===== config.mk =====
export PLATFORM = sky130hd
export DESIGN_NAME = sample_buffer_ctrl
export DESIGN_NICKNAME = d
export VERILOG_FILES = /design/src/rtl/sample_buffer_ctrl.sv
export SDC_FILE = /design/constraint.sdc
export NUM_CORES = 1
export LEC_CHECK = 0
export CAP_MARGIN = 20
export CORE_MARGIN = 2
export CORE_UTILIZATION = 43
export CTS_BUF_LIST = sky130_fd_sc_hd__clkbuf_16
export CTS_CLUSTER_SIZE = 14
export DETAILED_ROUTE_END_ITERATION = 8
export GPL_ROUTABILITY_DRIVEN = 0
export PLACE_DENSITY = 0.76
export SKIP_LAST_GASP = 1
export SLEW_MARGIN = 15
export SYNTH_ARGS = -nofsm -noshare
export SYNTH_HDL_FRONTEND = slang
export SYNTH_SLANG_ARGS = --single-unit

===== constraint.sdc =====
create_clock -name clk -period 3.5 [get_ports clk]
set_input_delay 1.05 -clock clk [delete_from_list [all_inputs] [get_ports clk]]
set_output_delay 1.05 -clock clk [all_outputs]
set_load 0.01 [all_outputs]

===== src/rtl/sample_buffer_ctrl.sv =====
// Frame buffer controller: fills a single-port BSRAM with N=2^ADDR_W samples, then drains them through a 2-entry skid buffer.
// Build option: define SAMPLE_BUFFER_BITREV_EN for bit-reversed read order (FFT input); otherwise reads are in natural order.
module sample_buffer_ctrl #(
  parameter int ADDR_W = 10,
  parameter int DATA_W = 16
) (
  input  logic              clk,
  input  logic              rst_n,
  input  logic              s_valid,
  output logic              s_ready,
  input  logic [DATA_W-1:0] s_data,
  output logic              m_valid,
  input  logic              m_ready,
  output logic [DATA_W-1:0] m_data,
  output logic              m_last,
  output logic              ram_ce,
  output logic              ram_wre,
  output logic              ram_oce,
  output logic              ram_reset,
  output logic [ADDR_W-1:0] ram_ad,
  output logic [DATA_W-1:0] ram_din,
  input  logic [DATA_W-1:0] ram_dout
);

  localparam logic [0:0] S_FILL  = 1'b0;
  localparam logic [0:0] S_DRAIN = 1'b1;
  localparam logic [ADDR_W-1:0] LAST_IDX = '1;

  logic [0:0]        r_state;
  logic              r_s_ready;
  logic [ADDR_W-1:0] r_wr_cnt;
  logic [ADDR_W-1:0] r_rd_cnt;
  logic              r_rd_all;
  logic              r_inflight;
  logic              r_inflight_last;

  logic [DATA_W-1:0] r_buf_data [2];
  logic              r_buf_last [2];
  logic              r_buf_wptr;
  logic              r_buf_rptr;
  logic [1:0]        r_buf_cnt;

  logic              w_wr_fire;
  logic              w_rd_fire;
  logic              w_pop;
  logic              w_push;
  logic [2:0]        w_occ;
  logic [ADDR_W-1:0] w_rd_addr;

`ifdef SAMPLE_BUFFER_BITREV_EN
  for (genvar gi = 0; gi < ADDR_W; gi++) begin : g_bitrev
    assign w_rd_addr[gi] = r_rd_cnt[ADDR_W-1-gi];
  end
`else
  assign w_rd_addr = r_rd_cnt;
`endif

  assign m_valid = (r_buf_cnt != 2'd0);
  assign m_data  = r_buf_data[r_buf_rptr];
  assign m_last  = m_valid & r_buf_last[r_buf_rptr];
  assign s_ready = r_s_ready;

  assign w_wr_fire = (r_state == S_FILL) & s_valid & r_s_ready;
  assign w_pop     = m_valid & m_ready;
  assign w_push    = r_inflight;

  // Occupancy seen by a read issued now: buffered + in flight, minus the entry leaving this cycle.
  assign w_occ     = {1'b0, r_buf_cnt} + {2'b00, r_inflight} - {2'b00, w_pop};
  assign w_rd_fire = (r_state == S_DRAIN) & ~r_rd_all & (w_occ < 3'd2);

  assign ram_ce    = w_wr_fire | w_rd_fire;
  assign ram_wre   = w_wr_fire;
  assign ram_ad    = (r_state == S_FILL) ? r_wr_cnt : w_rd_addr;
  assign ram_din   = w_wr_fire ? s_data : '0;
  assign ram_oce   = 1'b1;
  assign ram_reset = 1'b0;

  always_ff @(posedge clk or negedge rst_n) begin
    if (!rst_n) begin
      r_state   <= S_FILL;
      r_s_ready <= 1'b0;
      r_wr_cnt  <= '0;
    end else begin
      case (r_state)
        S_FILL: begin
          r_s_ready <= 1'b1;
          if (w_wr_fire) begin
            r_wr_cnt <= r_wr_cnt + 1'b1;
            if (r_wr_cnt == LAST_IDX) begin
              r_state   <= S_DRAIN;
              r_s_ready <= 1'b0;
            end
          end
        end
        default: begin
          r_s_ready <= 1'b0;
          if (w_pop && m_last) begin
            r_state   <= S_FILL;
            r_s_ready <= 1'b1;
          end
        end
      endcase
    end
  end

  always_ff @(posedge clk or negedge rst_n) begin
    if (!rst_n) begin
      r_rd_cnt        <= '0;
      r_rd_all        <= 1'b0;
      r_inflight      <= 1'b0;
      r_inflight_last <= 1'b0;
    end else begin
      r_inflight      <= w_rd_fire;
      r_inflight_last <= w_rd_fire && (r_rd_cnt == LAST_IDX);
      if (w_rd_fire) begin
        r_rd_cnt <= r_rd_cnt + 1'b1;
        if (r_rd_cnt == LAST_IDX) begin
          r_rd_all <= 1'b1;
        end
      end
      if ((r_state == S_DRAIN) && w_pop && m_last) begin
        r_rd_cnt <= '0;
        r_rd_all <= 1'b0;
      end
    end
  end

  always_ff @(posedge clk or negedge rst_n) begin
    if (!rst_n) begin
      r_buf_wptr <= 1'b0;
      r_buf_rptr <= 1'b0;
      r_buf_cnt  <= 2'd0;
    end else begin
      if (w_push) begin
        r_buf_wptr <= ~r_buf_wptr;
      end
      if (w_pop) begin
        r_buf_rptr <= ~r_buf_rptr;
      end
      r_buf_cnt <= r_buf_cnt + {1'b0, w_push} - {1'b0, w_pop};
    end
  end

  // Read data lands one clock after its address, so capture straight from ram_dout.
  for (genvar gi = 0; gi < 2; gi++) begin : g_buf
    always_ff @(posedge clk or negedge rst_n) begin
      if (!rst_n) begin
        r_buf_data[gi] <= '0;
        r_buf_last[gi] <= 1'b0;
      end else if (w_push && (r_buf_wptr == 1'(gi))) begin
        r_buf_data[gi] <= ram_dout;
        r_buf_last[gi] <= r_inflight_last;
      end
    end
  end

endmodule


* Yosys cells after proc, flatten, opt, wreduce, memory -nomap -nowiden *
Cells that the tools add are included.

storage, ports and cells
  register bits = 63
  input bits = 36
  output and inout port bits = 49
  logic and storage cells = 68

operators by class
  $add $sub $neg = 6
  $lt $le $gt $ge = 2
  equal/unequal tests = 2
  multiplexer cells = 21
  bitwise logic cells = 12
  reductions and logical operators = 11

operators with widths
  cell                                                 number
  2-to-1 mux 16 bit                                    4
  2-to-1 mux 10 bit                                    3
  adder 10 x 1 -> 10 bit (second input constant)       2
  equality test 10 bit (second input constant)         2
  2-to-1 mux 1 bit                                     14
  AND 1 bit                                            6
  logical AND 1 bit                                    6
  nonzero test 2 bit                                   3
  inverter 1 bit                                       4
  AND reduction 2 bit                                  2
  adder 2 x 1 -> 3 bit                                 1
  < comparator 3 x 2 -> 1 bit (second input constant)  1
  subtractor 3 x 1 -> 3 bit                            1
  adder 2 x 1 -> 2 bit                                 1
  >= comparator 2 bit (second input constant)          1
  inverter 1 -> 2 bit                                  1
  subtractor 2 x 1 -> 2 bit                            1
  OR 1 bit                                             1

* Logic depth before layout (Yosys ltp) *
Gate-level depths: netlist of the first run.

  word-level depth = 8
  depth in mapped cells = 9
  gate-level depth less buffers = 9

* Least setup slack after synthesis of the first run *
No wires, ideal clock.

  kind = input port to output port
  start = input m_ready
  end = output ram_ce
  arrival = 2599 ps
  required time = 2450 ps
  path slack = -149 ps
  stages on the path = 7
  path buffers = 0
  cells stage by stage = nand3_1 -> o21ai_0 -> ha_1 -> fa_1 -> xnor2_1 -> or3_1 -> nand2b_1

on the way
  cells in the longest elaborated chain, start to end = 5

ends and longest elaborated chain
  item                         RTL line  text
  start: declaration           13        input logic m_ready,
  AND 1 bit                    64        assign w_pop = m_valid & m_ready;
  subtractor 3 x 1 -> 3 bit    68        assign w_occ = {1'b0, r_buf_cnt} + {2'b00, r_inflight} - {2'b00, w_pop};
  < comparator 3 x 2 -> 1 bit  69        assign w_rd_fire = (r_state == S_DRAIN) & ~r_rd_all & (w_occ < 3'd2);
  AND 1 bit                    69
  OR 1 bit                     71        assign ram_ce = w_wr_fire | w_rd_fire;
  end: declaration             16        output logic ram_ce,

No other way between the ends.

* Worst setup path after layout of the first run *
  start = input m_ready
  end = output ram_ce

on the way
  cells in the longest elaborated chain, start to end = 5

ends and longest elaborated chain
  item                         RTL line  text
  AND 1 bit                    64
  subtractor 3 x 1 -> 3 bit    68
  net w_occ[1]                 47        logic [2:0] w_occ;
  < comparator 3 x 2 -> 1 bit  69
  AND 1 bit                    69
  OR 1 bit                     71

The timed path passes the listed nets, and every way through them passes these cells.

==> metrics.md, run 1 <==
| Metric | Value |
|---|---|
| Mean Syn Cell Area | 12.4 um^2 |
| All-Layer GR Usage | 18.3% |
| Cell count after synthesis | 243 |
| Largest net degree at the start of global routing | 34 |
| PwrDens | 576 mW/mm^2 |
| Vias in the first global route | 2248 |
| Post-synth top cells | dfrtp_1, mux2_2, and2_1 |
| Initial antenna violation count | 0 |
| Crit path kind | in -> out |
| Max Slew Vio Count | 0 |
| Reg-to-reg endpoint | r_rd_cnt[8] |
| Worst-path fanout max | 3 |
| Vias/cell | 4.97 |
| CP arrival | 2.64 ns |
| M3 GR Usage | 5.94% |
| Placed wire-length estimate | 4.62 mm |
| Crit end category | output port |
| # setup viols final | 1 |
| Post-DRT Antenna Nets | 0 |
| R2R setup slack | 0.98 ns |
| Status | complete, but fails checks |
| Top post-synthesis cells by area | dfrtp_1, mux2_2, and2_1 |
| Fin cells | 438 |
| YS warnings | 0 |
| Met2 usage | 29.5% |
| CTS Buf Count | 9 |
| First-pass GRT wire length | 10.6 mm |
| CTS tree | done |
| Skew final | 0.00643 ns |
| VDD IR max | 0.000246 V |
| Maximum clock insertion buffer count | 2 |
| Slew HR | 36.6% |
| Slowest-stage cell, CP | fa_1 |
| Tot Pwr | 0.00252 W |
| Total of max-cap violations | 0 |
| Core area | 0.00679 mm^2 |
| Share of the synthesized area in the top cell type | 52.1% |
| Chip Width | 87.9 um |
| Hold slack | 0.499 ns |
| Hold depth | 1 |
| Hold Path Origin | r_buf_data[7] |
| Static leakage | 2.04 nW |
| Final wirelength | 6.49 mm |
| DRC Markers | 0 |
| Mux cell area share after synthesis | 23.7% |
| Rows | 30 |
| Reg2reg path depth | 9 |
| Sequential area share after synthesis | 52.1% |
| EDFF count, synth | 0 |
| Minimum clock period | 3.69 ns |
| Post-synthesis compound-gate area fraction | 1.99% |
| Dpl cells | 422 |
| Largest family of logic cells by synthesized area | multiplexers |
| GRT Residual Overflow | 0 |
| H-Tree Depth | 3 |
| Io pins | 85 |
| Tightest Pin Transition | 0.946 ns |
| I/O Buffers | 82 |
| Die area | 0.00772 mm^2 |
| Critical-path cell list | buf_8 > nand3_4 > o21ai_2 > ha_2 > fa_1 > nand2b_4 > or3_4 > nand2b_4 > buf_6 |
| DR vias | 2175 |
| Endpoint, Worst Hold | r_buf_data[7] |
| Top-count cell post-synth | dfrtp_1 |
| RSZ-0062 raised after global routing | true |
| Drt pass-1 iters | 4 |
| Synth unique cells | 37 |
| WL/cell | 14.8 um |
| Share of cells above drive strength 1 | 29.8% |
| Fraction of registers with async set or reset after synthesis | 100% |
| Final worst slack | -0.192 ns |
| Synth area leader | dfrtp_1 |
| Hold Path Class | reg -> reg |
| Failing checks | setup timing |
| Worst setup SP type | input port |
| Clk_lat worst skew | 0.32 ns |
| Die Y-Extent | 87.9 um |
| Most frequent CP cell | nand2b_4 |
| Diode count | 0 |
| Initial core utilization | 44.5% |
| Worst Path Required | 2.45 ns |
| Area delta synth->final | 44.7% |
| CP Buf/Inv Count | 2 |
| XOR/XNOR Fraction of Synth Area | 5.50% |
| Worst-path clk slew | 0.05 ns |
| Syn nets | 283 |
| Met1 GRT Util | 22.5% |
| Post-layout util | 64.4% |
| Yosys reg bits | 63 |
| Worst R2R Start | r_buf_cnt[0] |
| Clock Tree Root | clkbuf_16 |
| Simple-Gate Fraction of Synth Area | 12.3% |
| CTS Sinks | 63 |
| Maximum clock rate | 271 MHz |
| Adder-Cell Fraction of Synth Area | 1.90% |
| CP top delay family | simple AND/OR/NAND/NOR gates |
| Place WS | -1.21 ns |
| Post-Synthesis Cell Area | 0.00302 mm^2 |
| Most used routing layer | met2 |
| Nets | 378 |
| Period utilization | 105% |
| Starting DRT DRC Count | 30 |
| Main flop type after synthesis | dfrtp_1 |
| Fin. Hold Viols | 0 |
| Slowest stage delay, CP | 0.47 ns |
how the worst max path moves through the flow:
stage	from	to	cells after the start
floorplan	m_ready	ram_ce	7
global placement	m_ready	ram_ce	9
detailed placement	m_ready	ram_ce	9
CTS	m_ready	ram_ce	9
global route	m_ready	ram_ce	9
finish	m_ready	ram_ce	9
flip-flops by register name, summed over array words and instances, names as in the netlist:
register         flops
r_buf_wptr           1
r_inflight           1
s_ready              1
r_rd_cnt            10
r_buf_cnt            2
r_state              1
r_buf_data          32
r_wr_cnt            10
r_buf_last           2
r_rd_all             1
r_buf_rptr           1
r_inflight_last      1
worst register-to-register path, stage by stage, from the launching register on:
cell and delay [ns]:
dfrtp_1 0.37, inv_1 0.14, nand3_4 0.09, o21ai_2 0.06
ha_2 0.18, fa_1 0.44, nand4bb_1 0.24, or3_4 0.37
or3_1 0.37, a21oi_1 0.17
per-stage QoR:
step	area, um^2	TNS [ns]
finish	4380	-0.192
global route	4380	-0.243
CTS	4370	-0.253
detailed placement	4070	-3.34
global placement	4070	-2.65
floorplan	3070	-0.00563
final cells by class:
type                       instances  area (um^2)
fill                             550         2420
sequential                        63         1580
multi-input combinational        165         1430
timing repair buffer              96          935
clock buffer                       9          225
tap                               96          120
clock inverter                     6         77.6
inverter                           3         11.3
cell usage in the layout (no fill, tap or decap), types with 2 or more instances in the layout:
| cell type | instances |
|---|---|
| clkinv_2 | 2 |
| and2_1 | 16 |
| nand2_1 | 13 |
| nor4b_1 | 2 |
| nor3_1 | 2 |
| xor2_1 | 8 |
| or3_4 | 2 |
| xnor2_1 | 10 |
| o21ai_0 | 2 |
| nor2_1 | 12 |
| nand4_1 | 5 |
| clkdlybuf4s50_1 | 62 |
| a21oi_1 | 2 |
| clkbuf_16 | 9 |
| dlygate4sd2_1 | 16 |
| conb_1 | 2 |
| nand2b_4 | 2 |
| ha_1 | 2 |
| and3_1 | 2 |
| mux2_2 | 61 |
| bufinv_16 | 2 |
| mux2i_1 | 3 |
| buf_4 | 12 |
| buf_12 | 2 |
| dfrtp_1 | 63 |
| inv_1 | 4 |
| nor4_1 | 3 |
power breakdown:
group / switching (W) / leakage (nW) / internal, W
Combinational: 0.000300 / 1.07 / 0.000448
Sequential: 0.0000723 / 0.820 / 0.000796
Clock: 0.000296 / 0.154 / 0.000610
Total: 0.000668 / 2.04 / 0.00185
per-layer routing:
metal  wire, um  vias up  part of all wire (%)
li1           -     1028                     -
met1       2930     1054                    45
met2       2980       85                    46
met3        490        8                   7.6
met4         91        0                   1.4
met5          0        -                     0
cells by family after synthesis:
family	after synthesis
simple gates	67
mux	64
xor+xnor	19
flops	63
fa+ha+maj	4
compound gates	9
buf+inv	15
other cells	2
repair_timing:
item                                    4_1_cts  5_1_grt
endpoints found under the setup margin       17        2
pin swaps                                     2        1
hold buffers                                  0        0
hold endpoints to repair                      0        0
setup buffers                                 1        0
resized for setup                            30        1
(Power assumes the default switching activity.)
==> run 2: changes to the inputs <==
Settings changed: CORE_MARGIN 2 to default, SLEW_MARGIN 15 to 10.
==> run 2 against run 1 <==
Net effect: the run still ends with setup timing left; die area is 4.5% lower; sequential power barely moved; critical path depth unchanged; core utilization rose by 0.074 points; register-to-register slack got worse by 0.21 ns; via count grew 0.64%; power rose by 0.61%; wire length decreased by 1.5%; design area increased by 0.11%; critical path type unchanged.
==> metrics.md, run 2 (synthesized netlist as in run 1, its figures left out) <==
| Metric | Value |
|---|---|
| Status | complete, but fails checks (unchanged) |
| Failing checks | setup timing (unchanged) |
| Final worst slack | -0.142 ns (was -0.192 ns) |
| Met1 GRT Util | 23.6% (was 22.5%) |
| M3 GR Usage | 5.29% (was 5.94%) |
| Largest register FFs | 32 (unchanged) |
| Placed wire-length estimate | 4.43 mm (was 4.62 mm) |
| CTS Sinks | 63 (unchanged) |
| Crit end category | output port (unchanged) |
| Fin. Hold Viols | 0 (unchanged) |
| Hold depth | 1 (unchanged) |
| DRC Markers | 0 (unchanged) |
| Maximum clock rate | 275 MHz (was 271 MHz) |
| Minimum clock period | 3.64 ns (was 3.69 ns) |
| Rows | 30 (unchanged) |
| Most frequent CP cell | nand2b_4 (unchanged) |
| Hold slack | 0.493 ns (was 0.499 ns) |
| Final wirelength | 6.39 mm (was 6.49 mm) |
| Tot Pwr | 0.00254 W (was 0.00252 W) |
| Hold Path Origin | r_wr_cnt[5] (was r_buf_data[7]) |
| I/O Buffers | 82 (unchanged) |
| CTS Buf Count | 9 (unchanged) |
| Met2 usage | 32.0% (was 29.5%) |
| Post-layout util | 64.5% (was 64.4%) |
| Biggest register | r_buf_data (unchanged) |
| Initial core utilization | 44.5% (unchanged) |
| H-Tree Depth | 3 (unchanged) |
| Vias/cell | 4.96 (was 4.97) |
| First-pass GRT wire length | 10.9 mm (was 10.6 mm) |
| Slowest-stage cell, CP | fa_2 (was fa_1) |
| Clk_lat worst skew | 0.32 ns (about the same) |
| Hold Path Class | reg -> reg (unchanged) |
| Post-route cell area | 0.00438 mm^2 (about the same) |
| Slew HR | 38.6% (was 36.6%) |
| Reg-to-reg endpoint | r_rd_cnt[7] (was r_rd_cnt[8]) |
| Slowest stage delay, CP | 0.45 ns (was 0.47 ns) |
| CP arrival | 2.59 ns (was 2.64 ns) |
| Reg2reg path depth | 11 (was 9) |
| Largest net degree at the start of global routing | 64 (was 34) |
| VDD IR max | 0.000372 V (was 0.000246 V) |
| DR vias | 2189 (was 2175) |
| Most frequent cells in the layout | clkdlybuf4s50_1, dfrtp_1, mux2_2 (was dfrtp_1, clkdlybuf4s50_1, mux2_2) |
| Initial antenna violation count | 0 (unchanged) |
| Critical-path cell list | buf_8 > nand3_4 > o21ai_2 > ha_2 > fa_2 > nand2b_4 > or3_4 > nand2b_4 > buf_6 (was buf_8 > nand3_4 > o21ai_2 > ha_2 > fa_1 > nand2b_4 > or3_4 > nand2b_4 > buf_6) |
| Regs by FF count | r_buf_data: 32 flops, r_rd_cnt: 10 flops, r_wr_cnt: 10 flops (unchanged) |
| CTS tree | done (unchanged) |
| Period utilization | 104% (was 105%) |
| Worst setup SP type | input port (unchanged) |
| RSZ-0062 raised after global routing | true (unchanged) |
| Vias in the first global route | 2329 (was 2248) |
| # setup viols final | 1 (unchanged) |
| All-Layer GR Usage | 19.2% (was 18.3%) |
| Static leakage | 2.04 nW (about the same) |
| Nets | 380 (was 378) |
| Worst R2R Start | r_buf_cnt[0] (unchanged) |
| Most used routing layer | met2 (unchanged) |
| Worst-path fanout max | 3 (unchanged) |
| Chip Width | 85.9 um (was 87.9 um) |
| Io pins | 85 (unchanged) |
| Worst-path clk slew | 0.05 ns (about the same) |
| Skew final | 0.00526 ns (was 0.00643 ns) |
| WL/cell | 14.5 um (was 14.8 um) |
| Diode count | 0 (unchanged) |
| Total of max-cap violations | 0 (unchanged) |
| Die area | 0.00737 mm^2 (was 0.00772 mm^2) |
| Clock Tree Root | clkbuf_16 (unchanged) |
| R2R setup slack | 0.77 ns (was 0.98 ns) |
| Maximum clock insertion buffer count | 2 (unchanged) |
| Worst Path Required | 2.45 ns (about the same) |
| Dpl cell area | 0.00407 mm^2 (about the same) |
| Endpoint, Worst Hold | r_wr_cnt[5] (was r_buf_data[7]) |
| Post-DRT Antenna Nets | 0 (unchanged) |
| PwrDens | 579 mW/mm^2 (was 576 mW/mm^2) |
| Place WS | -1.13 ns (was -1.21 ns) |
| Tightest Pin Transition | 0.916 ns (was 0.946 ns) |
| GRT Residual Overflow | 0 (unchanged) |
| Share of cells above drive strength 1 | 30.1% (was 29.8%) |
| Area delta synth->final | 44.8% (was 44.7%) |
| Die Y-Extent | 85.9 um (was 87.9 um) |
| Drt pass-1 iters | 4 (unchanged) |
| Crit path kind | in -> out (unchanged) |
| Max Slew Vio Count | 0 (unchanged) |
| Core area | 0.00679 mm^2 (unchanged) |
| Starting DRT DRC Count | 53 (was 30) |
-- run 2: cell count changes in the layout (fill, tap and decap cells not counted), sizes merged --
| cell | delta |
|---|---|
| buf | +2 |
| inv | +1 |
| clkdlybuf4s50 | +1 |
| dlymetal6s2s | -1 |
-- run 2: layer usage --
| layer | part of all wire [%] | wire (um) |
|---|---|---|
| met5 | 0 | 0 |
| met3 | 6.3 | 403 |
| met2 | 49 | 3110 |
| met4 | 1.7 | 108 |
| met1 | 43 | 2770 |
-- run 2: power by group --
| part | internal [W] | total [W] | switching [W] |
|---|---|---|---|
| logic | 0.000463 | 0.000767 | 0.000304 |
| clock network | 0.000611 | 0.000905 | 0.000295 |
| registers | 0.000796 | 0.000866 | 0.0000698 |
| total | 0.00187 | 0.00254 | 0.000668 |
-- run 2: timing repair --
item | 4_1_cts | 5_1_grt
hold buffers | 0 | 0
hold endpoints to repair | 0 | 0
setup endpoints to repair | 17 | 1
pin swaps | 2 | 2
gates resized for setup | 30 | 1
setup buffers | 0 | 2
-- run 2: worst max path at each step --
stage                        from     end
final                     m_ready  ram_ce
after global placement    m_ready  ram_ce
after floorplan           m_ready  ram_ce
after global routing      m_ready  ram_ce
after CTS                 m_ready  ram_ce
after detailed placement  m_ready  ram_ce
-- run 2: area by class of cell --
cell class | instances | area [um^2]
clock inverters | 7 | 80.1
fillers | 536 | 2410
multi-input cells | 165 | 1430
inverters | 3 | 11.3
well taps | 96 | 120
clock buffers | 9 | 225
flip-flops and latches | 63 | 1580
repair buffers | 98 | 935
-- run 2: worst max-delay path, delay by kind of cell --
kind | cells | cell delay (ns)
adders and majority gates | 2 | 0.63
buffers and inverters | 2 | 0.19
and+or+nand+nor | 4 | 0.67
AOI/OAI and AO/OA | 1 | 0.05
-- run 2: stage by stage --
| stage | std cells | setup TNS, ns |
|---|---|---|
| final | 441 | -0.142 |
| after global routing | 441 | -0.189 |
| after CTS | 439 | -0.221 |
| after detailed placement | 423 | -2.32 |
| after global placement | 423 | -2.49 |
| after floorplan | 243 | -0.00563 |
==> run 3: changes to the inputs <==
Settings changed: CORE_UTILIZATION 43 to 48, MAX_ROUTING_LAYER from default to met4, PLACE_DENSITY 0.76 to 0.8.
Clock period 3.5 ns to 3.4 ns, I/O delays scaled along.
==> run 3 against run 2 <==
Net effect: the flow still finishes with violations (setup timing); via count decreased by 0.96%; critical path depth unchanged; critical endpoint unchanged; register-to-register slack got worse by 0.02 ns; wire length increased by 3.6%; worst hold slack improved by 0.0067 ns; highest routed layer unchanged; flip-flop and latch count unchanged; clock skew about the same; global-route usage increased by 3.8 points; sequential share of layout area about the same.
==> metrics.md, run 3 (synthesized netlist as in run 1, its figures left out) <==
| Metric | Value |
|---|---|
| CTS tree | done (unchanged) |
| Core area | 0.00599 mm^2 (was 0.00679 mm^2) |
| Nets | 379 (was 380) |
| Regs by FF count | r_buf_data: 32 flops, r_rd_cnt: 10 flops, r_wr_cnt: 10 flops (unchanged) |
| Period utilization | 107% |
| I/O Buffers | 82 (unchanged) |
| Clock power frac | 37.9% (was 35.7%) |
| Slew HR | 40.7% (was 38.6%) |
| Reg2reg path depth | 10 (was 11) |
| Hold Path Origin | r_buf_data[15] (was r_wr_cnt[5]) |
| DRC Markers | 0 (unchanged) |
| Static leakage | 2.06 nW (was 2.04 nW) |
| Net Sw Frac | 26.3% (about the same) |
| Reg-to-reg endpoint | r_rd_cnt[8] (was r_rd_cnt[7]) |
| CP top delay family | simple AND/OR/NAND/NOR gates (unchanged) |
| Worst Path Required | 2.38 ns (was 2.45 ns) |
| Crit end category | output port (unchanged) |
| Failing checks | setup timing (unchanged) |
| Die area | 0.00662 mm^2 (was 0.00737 mm^2) |
| Io pins | 85 (unchanged) |
| Hold depth | 1 (unchanged) |
| # setup viols final | 1 (unchanged) |
| Worst-path clk slew | 0.05 ns (about the same) |
| Clk_lat worst skew | 0.32 ns (about the same) |
| Maximum clock insertion buffer count | 2 (unchanged) |
| Max Slew Vio Count | 0 (unchanged) |
| Reg power frac | 32.9% (was 34.1%) |
| Endpoint, Worst Hold | r_buf_data[15] (was r_wr_cnt[5]) |
| Tot Pwr | 0.00271 W (was 0.00254 W) |
| Starting DRT DRC Count | 57 (was 53) |
| CTS Buf Count | 9 (unchanged) |
| Largest net degree at the start of global routing | 64 (unchanged) |
| DR vias | 2168 (was 2189) |
| PwrDens | 620 mW/mm^2 (was 579 mW/mm^2) |
| Skew final | 0.00557 ns (was 0.00526 ns) |
| Initial core utilization | 50.5% (was 44.5%) |
| Most frequent CP cell | nand2b_4 (unchanged) |
| Post-layout util | 73.1% (was 64.5%) |
| R2R setup slack | 0.75 ns (was 0.77 ns) |
| GRT Residual Overflow | 0 (unchanged) |
| RSZ-0062 raised after global routing | true (unchanged) |
| Filler Cell Count | 412 (was 536) |
| Switch Pwr | 0.000713 W (was 0.000668 W) |
| Chip Width | 81.4 um (was 85.9 um) |
| Biggest register | r_buf_data (unchanged) |
| Area delta synth->final | 44.8% (about the same) |
| Dpl cell area | 0.00403 mm^2 (was 0.00407 mm^2) |
| Status | complete, but fails checks (unchanged) |
| Final worst slack | -0.249 ns (was -0.142 ns) |
| Minimum clock period | 3.65 ns |
| Crit path kind | in -> out (unchanged) |
| First-pass GRT wire length | 10.7 mm (was 10.9 mm) |
| Slowest-stage cell, CP | fa_1 (was fa_2) |
| Die Y-Extent | 81.4 um (was 85.9 um) |
| Slowest stage delay, CP | 0.48 ns (was 0.45 ns) |
| Vias/cell | 5.17 (was 4.96) |
| Worst setup SP type | input port (unchanged) |
| Diode count | 0 (unchanged) |
| WL/cell | 15.8 um (was 14.5 um) |
| Hold slack | 0.500 ns (was 0.493 ns) |
| Rows | 28 (was 30) |
| H-Tree Depth | 3 (unchanged) |
| Vias in the first global route | 2320 (was 2329) |
| Internal power | 0.00200 W (was 0.00187 W) |
| Maximum clock rate | 274 MHz |
| Worst-path fanout max | 3 (unchanged) |
| Placed wire-length estimate | 4.38 mm (was 4.43 mm) |
| Critical-path cell list | buf_8 > nand3_4 > o21ai_2 > ha_2 > fa_1 > nand2b_4 > or3_4 > nand2b_4 > buf_6 (was buf_8 > nand3_4 > o21ai_2 > ha_2 > fa_2 > nand2b_4 > or3_4 > nand2b_4 > buf_6) |
| All-Layer GR Usage | 23.0% (was 19.2%) |
| Fin. Hold Viols | 0 (unchanged) |
| CP Buf/Inv Count | 2 (unchanged) |
| Total of max-cap violations | 0 (unchanged) |
| Tightest Pin Transition | 0.885 ns (was 0.916 ns) |
| Combinational group share of total power | 29.2% (was 30.2%) |
| Final wirelength | 6.62 mm (was 6.39 mm) |
| Hold Path Class | reg -> reg (unchanged) |
| Commonest non-fill, non-tap cell in the layout | dfrtp_1 |
| CTS Sinks | 63 (unchanged) |
| Clock Tree Root | clkbuf_16 (unchanged) |
| Post-route cell area | 0.00438 mm^2 (about the same) |
| Post-DRT Antenna Nets | 0 (unchanged) |
| Initial antenna violation count | 0 (unchanged) |
| CP arrival | 2.63 ns (was 2.59 ns) |
| Largest register FFs | 32 (unchanged) |
| VDD IR max | 0.000387 V (was 0.000372 V) |
| Drt pass-1 iters | 4 (unchanged) |
| Worst R2R Start | r_buf_cnt[0] (unchanged) |
| Share of cells above drive strength 1 | 30.5% (was 30.1%) |
| Most frequent cells in the layout | dfrtp_1, clkdlybuf4s50_1, mux2_2 (was clkdlybuf4s50_1, dfrtp_1, mux2_2) |
[run 3: layer usage]
metal | share of wire [%] | vias up | wire, um | GRT usage, %
li1 | - | 1032 | - | -
met1 | 45 | 1035 | 2970 | 26.8
met2 | 48 | 91 | 3170 | 36.7
met3 | 6.1 | 10 | 403 | 7.87
met4 | 1.1 | 0 | 75 | 8.57
met5 | 0 | - | 0 | -
[run 3: worst max path at each step]
stage | cells past startpoint | end | slack, ns | startpoint
after global routing | 9 | ram_ce | -0.30 | m_ready
after detailed placement | 9 | ram_ce | -1.26 | m_ready
after CTS | 9 | ram_ce | -0.26 | m_ready
after global placement | 9 | ram_ce | -1.16 | m_ready
after floorplan | 7 | ram_ce | -0.05 | m_ready
final | 9 | ram_ce | -0.25 | m_ready
[run 3: stage by stage]
step | instances | setup TNS, ns | worst slack, ns
floorplan | 243 | -0.0456 | -0.0456
global placement | 401 | -3.63 | -1.16
detailed placement | 401 | -4.22 | -1.26
CTS | 419 | -0.256 | -0.256
global route | 419 | -0.301 | -0.301
finish | 419 | -0.249 | -0.249
[run 3: final cells by class]
type / instances / area, um^2 / area share (%)
multi-input cells: 165 / 1430 / 32.7
inverters: 3 / 11.3 / 0.257
well taps: 75 / 93.8 / 2.14
flip-flops and latches: 63 / 1580 / 36.0
clock buffers: 9 / 225 / 5.14
repair buffers: 97 / 930 / 21.2
clock inverters: 7 / 113 / 2.57
[run 3: what timing repair did]
action,4_1_cts,5_1_grt
resized for setup,30,1
pin swaps,2,0
hold buffers,0,0
buffers inserted,2,0
endpoints found under the setup margin,18,2
gates cloned,0,0
hold endpoints to repair,0,0
[run 3: power by group through the flow]
stage	combinational [W]	sequential (W)	clock, W
3_5_place_dp	0.000776	0.000902	0
2_1_floorplan	0.000404	0.000882	0
3_3_place_gp	0.000763	0.000899	0
6_report	0.000793	0.000893	0.00103
4_1_cts	0.000800	0.000893	0.00105
5_1_grt	0.000856	0.000904	0.00109
